==> src/rtl/gray_pkg.sv <==
// gray_pkg: binary/Gray conversion helpers shared by the encoder and the downstream decoders.
// Narrower values are zero-extended to GRAY_W bits, and results are truncated back at the call site.
package gray_pkg;
    localparam int GRAY_W = 64;

    function automatic logic [GRAY_W-1:0] bin2gray(input logic [GRAY_W-1:0] x);
        return x ^ (x >> 1);
    endfunction

    function automatic logic [GRAY_W-1:0] gray2bin(input logic [GRAY_W-1:0] x);
        logic [GRAY_W-1:0] r;
        r[GRAY_W-1] = x[GRAY_W-1];
        for (int i = GRAY_W - 2; i >= 0; i--) r[i] = r[i+1] ^ x[i];
        return r;
    endfunction
endpackage

==> src/rtl/bin_gray.sv <==
// bin_gray: combinational WIDTH-bit binary-to-Gray encoder.
module bin_gray
    import gray_pkg::*;
#(
    parameter int WIDTH = 3
) (
    input  logic [WIDTH-1:0] bin,
    output logic [WIDTH-1:0] gray
);
    assign gray = WIDTH'(bin2gray(GRAY_W'(bin)));
endmodule

==> src/rtl/gray_counter.sv <==
// gray_counter: up/down binary counter with a registered, glitch-free Gray image and a wrap pulse.
// g is loaded from the encoded next count, so it is never decoded combinationally from b.
module gray_counter
    import gray_pkg::*;
#(
    parameter int               WIDTH = 3,
    parameter logic [WIDTH-1:0] INIT  = '0
) (
    input  logic             clk,
    input  logic             rst_n,
    input  logic             en,
    input  logic             up,
    input  logic             load,
    input  logic [WIDTH-1:0] load_bin,
    output logic [WIDTH-1:0] b,
    output logic [WIDTH-1:0] g,
    output logic             wrap
);
    localparam logic [WIDTH-1:0] INIT_G = WIDTH'(bin2gray(GRAY_W'(INIT)));

    logic [WIDTH-1:0] b_q, b_d, g_q, g_d;
    logic             wrap_q, wrap_d;

    always_comb begin
        b_d    = load ? load_bin : en ? (up ? b_q + 1'b1 : b_q - 1'b1) : b_q;
        wrap_d = !load && en && (up ? &b_q : ~|b_q);
    end

    bin_gray #(.WIDTH(WIDTH)) u_enc (
        .bin  (b_d),
        .gray (g_d)
    );

    always_ff @(posedge clk or negedge rst_n) begin
        if (!rst_n) begin
            b_q    <= INIT;
            g_q    <= INIT_G;
            wrap_q <= 1'b0;
        end else begin
            b_q    <= b_d;
            g_q    <= g_d;
            wrap_q <= wrap_d;
        end
    end

    assign b    = b_q;
    assign g    = g_q;
    assign wrap = wrap_q;
endmodule

==> config.mk <==
export PLATFORM = sky130hd
export DESIGN_NAME = gray_counter
export DESIGN_NICKNAME = d
export VERILOG_FILES = /design/src/rtl/gray_pkg.sv /design/src/rtl/bin_gray.sv /design/src/rtl/gray_counter.sv
export SDC_FILE = /design/constraint.sdc
export NUM_CORES = 1
export LEC_CHECK = 0
export BUFFER_PORTS_ARGS = -buffer_cell sky130_fd_sc_hd__buf_2
export CAP_MARGIN = 25
export CORE_AREA = 2 2 39 41
export DETAILED_ROUTE_END_ITERATION = 10
export DIE_AREA = 0 0 41 43
export GPL_ROUTABILITY_DRIVEN = 0
export SYNTH_ARGS = -nofsm -noshare
export SYNTH_HDL_FRONTEND = slang
export SYNTH_SLANG_ARGS = --single-unit
==> constraint.sdc <==
create_clock -name clk -period 1.86 [get_ports clk]
set_input_delay 0.372 -clock clk [delete_from_list [all_inputs] [get_ports clk]]
set_output_delay 0.372 -clock clk [all_outputs]
set_load 0.02 [all_outputs]
## Yosys cells after proc, flatten, opt, wreduce, memory -nomap -nowiden

Cells that the tools add are included.

| operators by class | value |
|---|---|
| add/subtract/negate cells | 2 |
| multiply operators | 0 |
| divide/modulo/power cells | 0 |
| order comparisons | 0 |
| equal/unequal tests | 0 |
| shifts and indexed selects | 0 |
| multiplexer cells | 4 |
| bitwise gates (word level) | 1 |
| reductions and logical operators | 6 |

Operators with widths:

| operator | count |
|---|---|
| two-way mux 3 bit | 3 |
| adder 3 x 1 -> 3 bit (second input constant) | 1 |
| AND reduction 3 bit | 1 |
| OR reduction 3 bit | 1 |
| subtractor 3 x 1 -> 3 bit (second input constant) | 1 |
| XOR 3 x 2 -> 3 bit | 1 |
| logical AND 1 bit | 2 |
| zero test 1 bit | 2 |
| two-way mux 1 bit | 1 |

| word-level totals | value |
|---|---|
| bits in registers | 7 |
| bits in latches | 0 |
| bits in writable memories | 0 |
| bits in read-only memories | 0 |
| input bits | 8 |
| output and inout port bits | 7 |
| memories kept | 0 |

## Depth between registers and ports, before layout

| depth | value |
|---|---|
| depth in word-level cells | 5 |
| gate-level depth with buffers | 6 |
| depth with buffers taken out | 6 |

## Cells and area by module

Synthesis repeated with hierarchy kept, for this count alone.

| second synthesis, totals | value |
|---|---|
| cells, all modules | 27 |
| area total of the unflattened synthesis | 326.6 µm² |

Modules (own cells, without submodules):

| module | times used | cells an instance | area each (µm²) | seq. area each (µm²) |
|---|---|---|---|---|
| gray_counter | 1 | 24 | 301.5 | 175.2 |
| bin_gray | 1 | 3 | 25.0 | 0.0 |

## Worst setup path after synthesis

OpenSTA, ideal clock, no wires.

| path | value |
|---|---|
| path kind | register -> register |
| from | register b_q[0], in the netlist b[0] |
| to | register g_q[1], in the netlist g[1] |
| library setup time | 0.131 ns |
| arrival | 1.721 ns |
| slack | 0.008 ns |
| cell stages (with the launch flop) | 6 |
| clock period less this slack | 1.852 ns |
| cell sequence | dfrtp_1 > fa_1 > xor2_1 > or4b_1 > nand3_2 > xnor2_1 |

| between the ends | value |
|---|---|
| cells in the longest elaborated chain, start to end | 5 |
| elaborated cells between the ends (all ways) | 6 |

Ends and longest elaborated chain:

| item | RTL line | text |
|---|---|---|
| from (decl) | gray_counter.sv:21 | `logic [WIDTH-1:0] b_q, b_d, g_q, g_d;` |
| from (signal assigned) | gray_counter.sv:36 | `b_q <= INIT;` |
| from (signal assigned) | gray_counter.sv:40 | `b_q <= b_d;` |
| subtractor 3 x 1 -> 3 bit or adder 3 x 1 -> 3 bit (tied branches) | gray_counter.sv:25 | `b_d = load ? load_bin : en ? (up ? b_q + 1'b1 : b_q - 1'b1) : b_q;` |
| two-way mux 3 bit (*) (3 in a row) | gray_counter.sv:25 |  |
| via b_d[2] | gray_counter.sv:21 |  |
| XOR 3 x 2 -> 3 bit (*) | gray_pkg.sv:7 | `return x ^ (x >> 1);` |
| via g_d[1] | gray_counter.sv:21 |  |
| to (signal assigned) | gray_counter.sv:41 | `g_q <= g_d;` |
| to (decl) | gray_counter.sv:21 |  |

Mark *: on every way through the listed nets, which the timed path passes. The rest lies on a longest branch.

## Worst setup path after layout

Same ends and word-level chain as after synthesis.

==> qor.json <==
{
  "grt_remaining_overflow": 0,
  "p_leak_nw": 0.231,
  "cts-htree-levels": 1,
  "gr-usage-all-layers_pct": 10.1,
  "cts_tree": "done",
  "numClockSinks": 6,
  "slew-limit-headroom_pct": 79.9,
  "syn-instance-count": 28,
  "synth_top_cells_by_area": "sky130_fd_sc_hd__dfrtp_1, sky130_fd_sc_hd__xnor2_1, sky130_fd_sc_hd__fa_1",
  "first_iter_violations": 0,
  "finalSetupViolations": 0,
  "cp_num_cells": 5,
  "syn_avg_cell_area_um2": 11.3,
  "reg2reg_slack_ps": 80,
  "worst_ep_arrival_time_ps": 1950,
  "pin_count": 15,
  "post_cts.repair.setup_buffers": 0,
  "worst_setup_path_endpoint": "g[1]",
  "r2r.worst_path.cells": 5,
  "io_buffers": 14,
  "worstSkewPairLatency_ps": 250,
  "hold_violations": 0,
  "worstPathCellList": "fa_1, xor2_1, or4b_1, nand3_2, xnor2_1",
  "vias": 272,
  "mostFrequentLayoutCell": "sky130_fd_sc_hd__buf_2",
  "postSynthRegisterBits": 6,
  "critical_path.n_buffers_inverters": 0,
  "switching_share_pct": 33.9,
  "outcome": "completed",
  "route.detailed.wl_per_inst_um": 10.4,
  "area_growth_syn_to_fin_pct": 42.1,
  "min_path_type": "primary input to register",
  "layout.cells.most_common_list": "sky130_fd_sc_hd__buf_2, sky130_fd_sc_hd__dfrtp_1, sky130_fd_sc_hd__xnor2_1, sky130_fd_sc_hd__clkbuf_4, sky130_fd_sc_hd__buf_4",
  "synth_top_area_share_pct": 47.6,
  "post-dp-hpwl_um": 530,
  "num_rows": 14,
  "drc_errors": 0,
  "kind_of_end_point_of_the_critical_path": "register",
  "final.min_clock_period_ps": 1780,
  "synthesized_area_um2": 315,
  "chipWidth_um": 41,
  "num_cts_buffers": 3,
  "totalNegativeSetupSlack_ps": 0,
  "crit_path_start": "b[0]",
  "global_route_wire_length_before_repair_um": 1040,
  "initial_antenna_violation_count": 0,
  "report.final.slew_viol_count": 0,
  "seq_power_share_pct": 38.8,
  "fin_skew_ps": 1.28,
  "grt_setup_unrepaired": "no",
  "setup.worst_path.class": "register to register",
  "initial_utilization_pct": 22.8,
  "fp.dieArea_mm2": 0.00176,
  "hold-worst-slack_ps": 393,
  "yosysWarnings": 0,
  "number_of_buffers_between_clock_root_and_the_deepest_sink": 2,
  "insertedDiodeCount": 0,
  "achievable_freq_ghz": 0.562,
  "ys_types": 19,
  "post-route-period-util_pct": 95.6,
  "placeableCoreArea_mm2": 0.00138,
  "pwr-share-comb_pct": 33.9,
  "cts.reportedPaths.clkPinSlew_ps": 40,
  "setup.worst_path.start_class": "register",
  "reg2reg_from": "b[0]",
  "synth_seq_area_share_pct": 47.6,
  "yosysTopAreaCell": "sky130_fd_sc_hd__dfrtp_1",
  "dieHeight_um": 43,
  "routed_wirelength_um": 654,
  "worst_slew_pin_slew_ps": 301,
  "critPathRequiredTime_ps": 2030,
  "power_frac_clock_pct": 27.3,
  "crit_path_top_delay_cell": "sky130_fd_sc_hd__or4b_1",
  "ir_drop_v": 0.000327,
  "ant_nets": 0,
  "cap_viol_max_count": 0,
  "nNetsFinal": 58,
  "grt_start_max_net_pins": 10,
  "final_layout_size_suffix_gt1_share_pct": 44.7,
  "p_sw_w": 0.000149,
  "path_delay_family": "simple AND/OR/NAND/NOR gates",
  "synth.net_count": 37,
  "int_power_w": 0.000291,
  "r2r_end": "g[1]",
  "grt_pass1_vias": 255,
  "clk_root_buffer_cell": "sky130_fd_sc_hd__clkbuf_4",
  "avgViaCountPerCell": 4.32,
  "crit_path_max_incr_delay_ps": 480,
  "critical_path_peak_fanout": 2,
  "detail_route.first_pass.iterations": 1,
  "pwr_density_cell_mw_per_mm2": 983
}
-- cell families after synthesis --
group,after synthesis,share of synthesized area (%)
xor gates and xnor gates,4,11.1
and+or+nand+nor,8,17.1
buffers and inverters,4,6.35
DFF,6,47.6
adders and majority gates,1,6.35
AOI/OAI and AO/OA,4,8.33
muxes,1,3.17
-- worst register-to-register path, stage by stage (launching register included) --
cell and delay, ps:
sky130_fd_sc_hd__dfrtp_1 400, sky130_fd_sc_hd__fa_1 440, sky130_fd_sc_hd__xor2_1 170, sky130_fd_sc_hd__or4b_1 480
sky130_fd_sc_hd__nand3_2 110, sky130_fd_sc_hd__xnor2_1 110
-- cell usage after synthesis, drive strengths merged --
master  n
dfrtp   6
xnor2   3
buf     2
inv     2
nor2    2
a21oi   1
a22oi   1
and3b   1
fa      1
mux2i   1
nand2   1
nand3   1
nand3b  1
nand4   1
o21ai   1
o41ai   1
or4b    1
xor2    1
-- worst min path at each step --
stage                           start  endpoint  slack, ps  depth (start not counted)
final                     load_bin[1]      b[1]        390                          3
after detailed placement        rst_n      g[1]        200                          1
after floorplan                 rst_n      b[0]         80                          0
after CTS                 load_bin[1]      b[1]        390                          3
after global routing      load_bin[0]      b[0]        410                          3
after global placement          rst_n      g[0]        200                          1
-- per-stage QoR --
stage	power, W	std cells	worst slack [ps]	utilization (%)	cell area, um2
after floorplan	0.000268	28	7.92	-	315
after global placement	0.000321	59	34.9	30.0	415
after detailed placement	0.000325	59	25.7	30.0	415
after CTS	0.000452	63	66.2	32.4	448
after global routing	0.000473	63	21.7	32.4	448
final	0.000440	63	81.9	32.4	448
-- timing repair --
action | CTS | global route
resized for setup | 0 | 0
endpoints found under the hold margin | 6 | 0
hold buffers | 1 | 0
-- layer usage --
layer | GRT usage [%] | share of wire, % | vias to the layer above
li1 | - | - | 133
met5 | 0 | 0 | -
met3 | 6.28 | 6.7 | 4
met1 | 10.6 | 42 | 124
met4 | 12.0 | 5.5 | 0
met2 | 11.9 | 45 | 11
-- power by group through the flow --
stage | clock (W) | combinational [W] | sequential [W]
2_1_floorplan | 0 | 0.0000610 | 0.000207
3_3_place_gp | 0 | 0.000150 | 0.000171
4_1_cts | 0.000127 | 0.000153 | 0.000172
3_5_place_dp | 0 | 0.000151 | 0.000174
5_1_grt | 0.000135 | 0.000163 | 0.000175
6_report | 0.000120 | 0.000149 | 0.000171
-- flip-flops by register name, summed over array words and instances, names as in the netlist --
register	cells
b	3
g	2
wrap	1
-- final cells by class --
type	count	area, um2
Tap cell	16	20.0
Fill cell	144	936
Clock buffer	3	22.5
Timing Repair Buffer	18	103
Multi-Input combinational cell	18	145
Sequential cell	6	150
Inverter	2	7.51
Note: power is estimated with default switching activity, not from simulation.
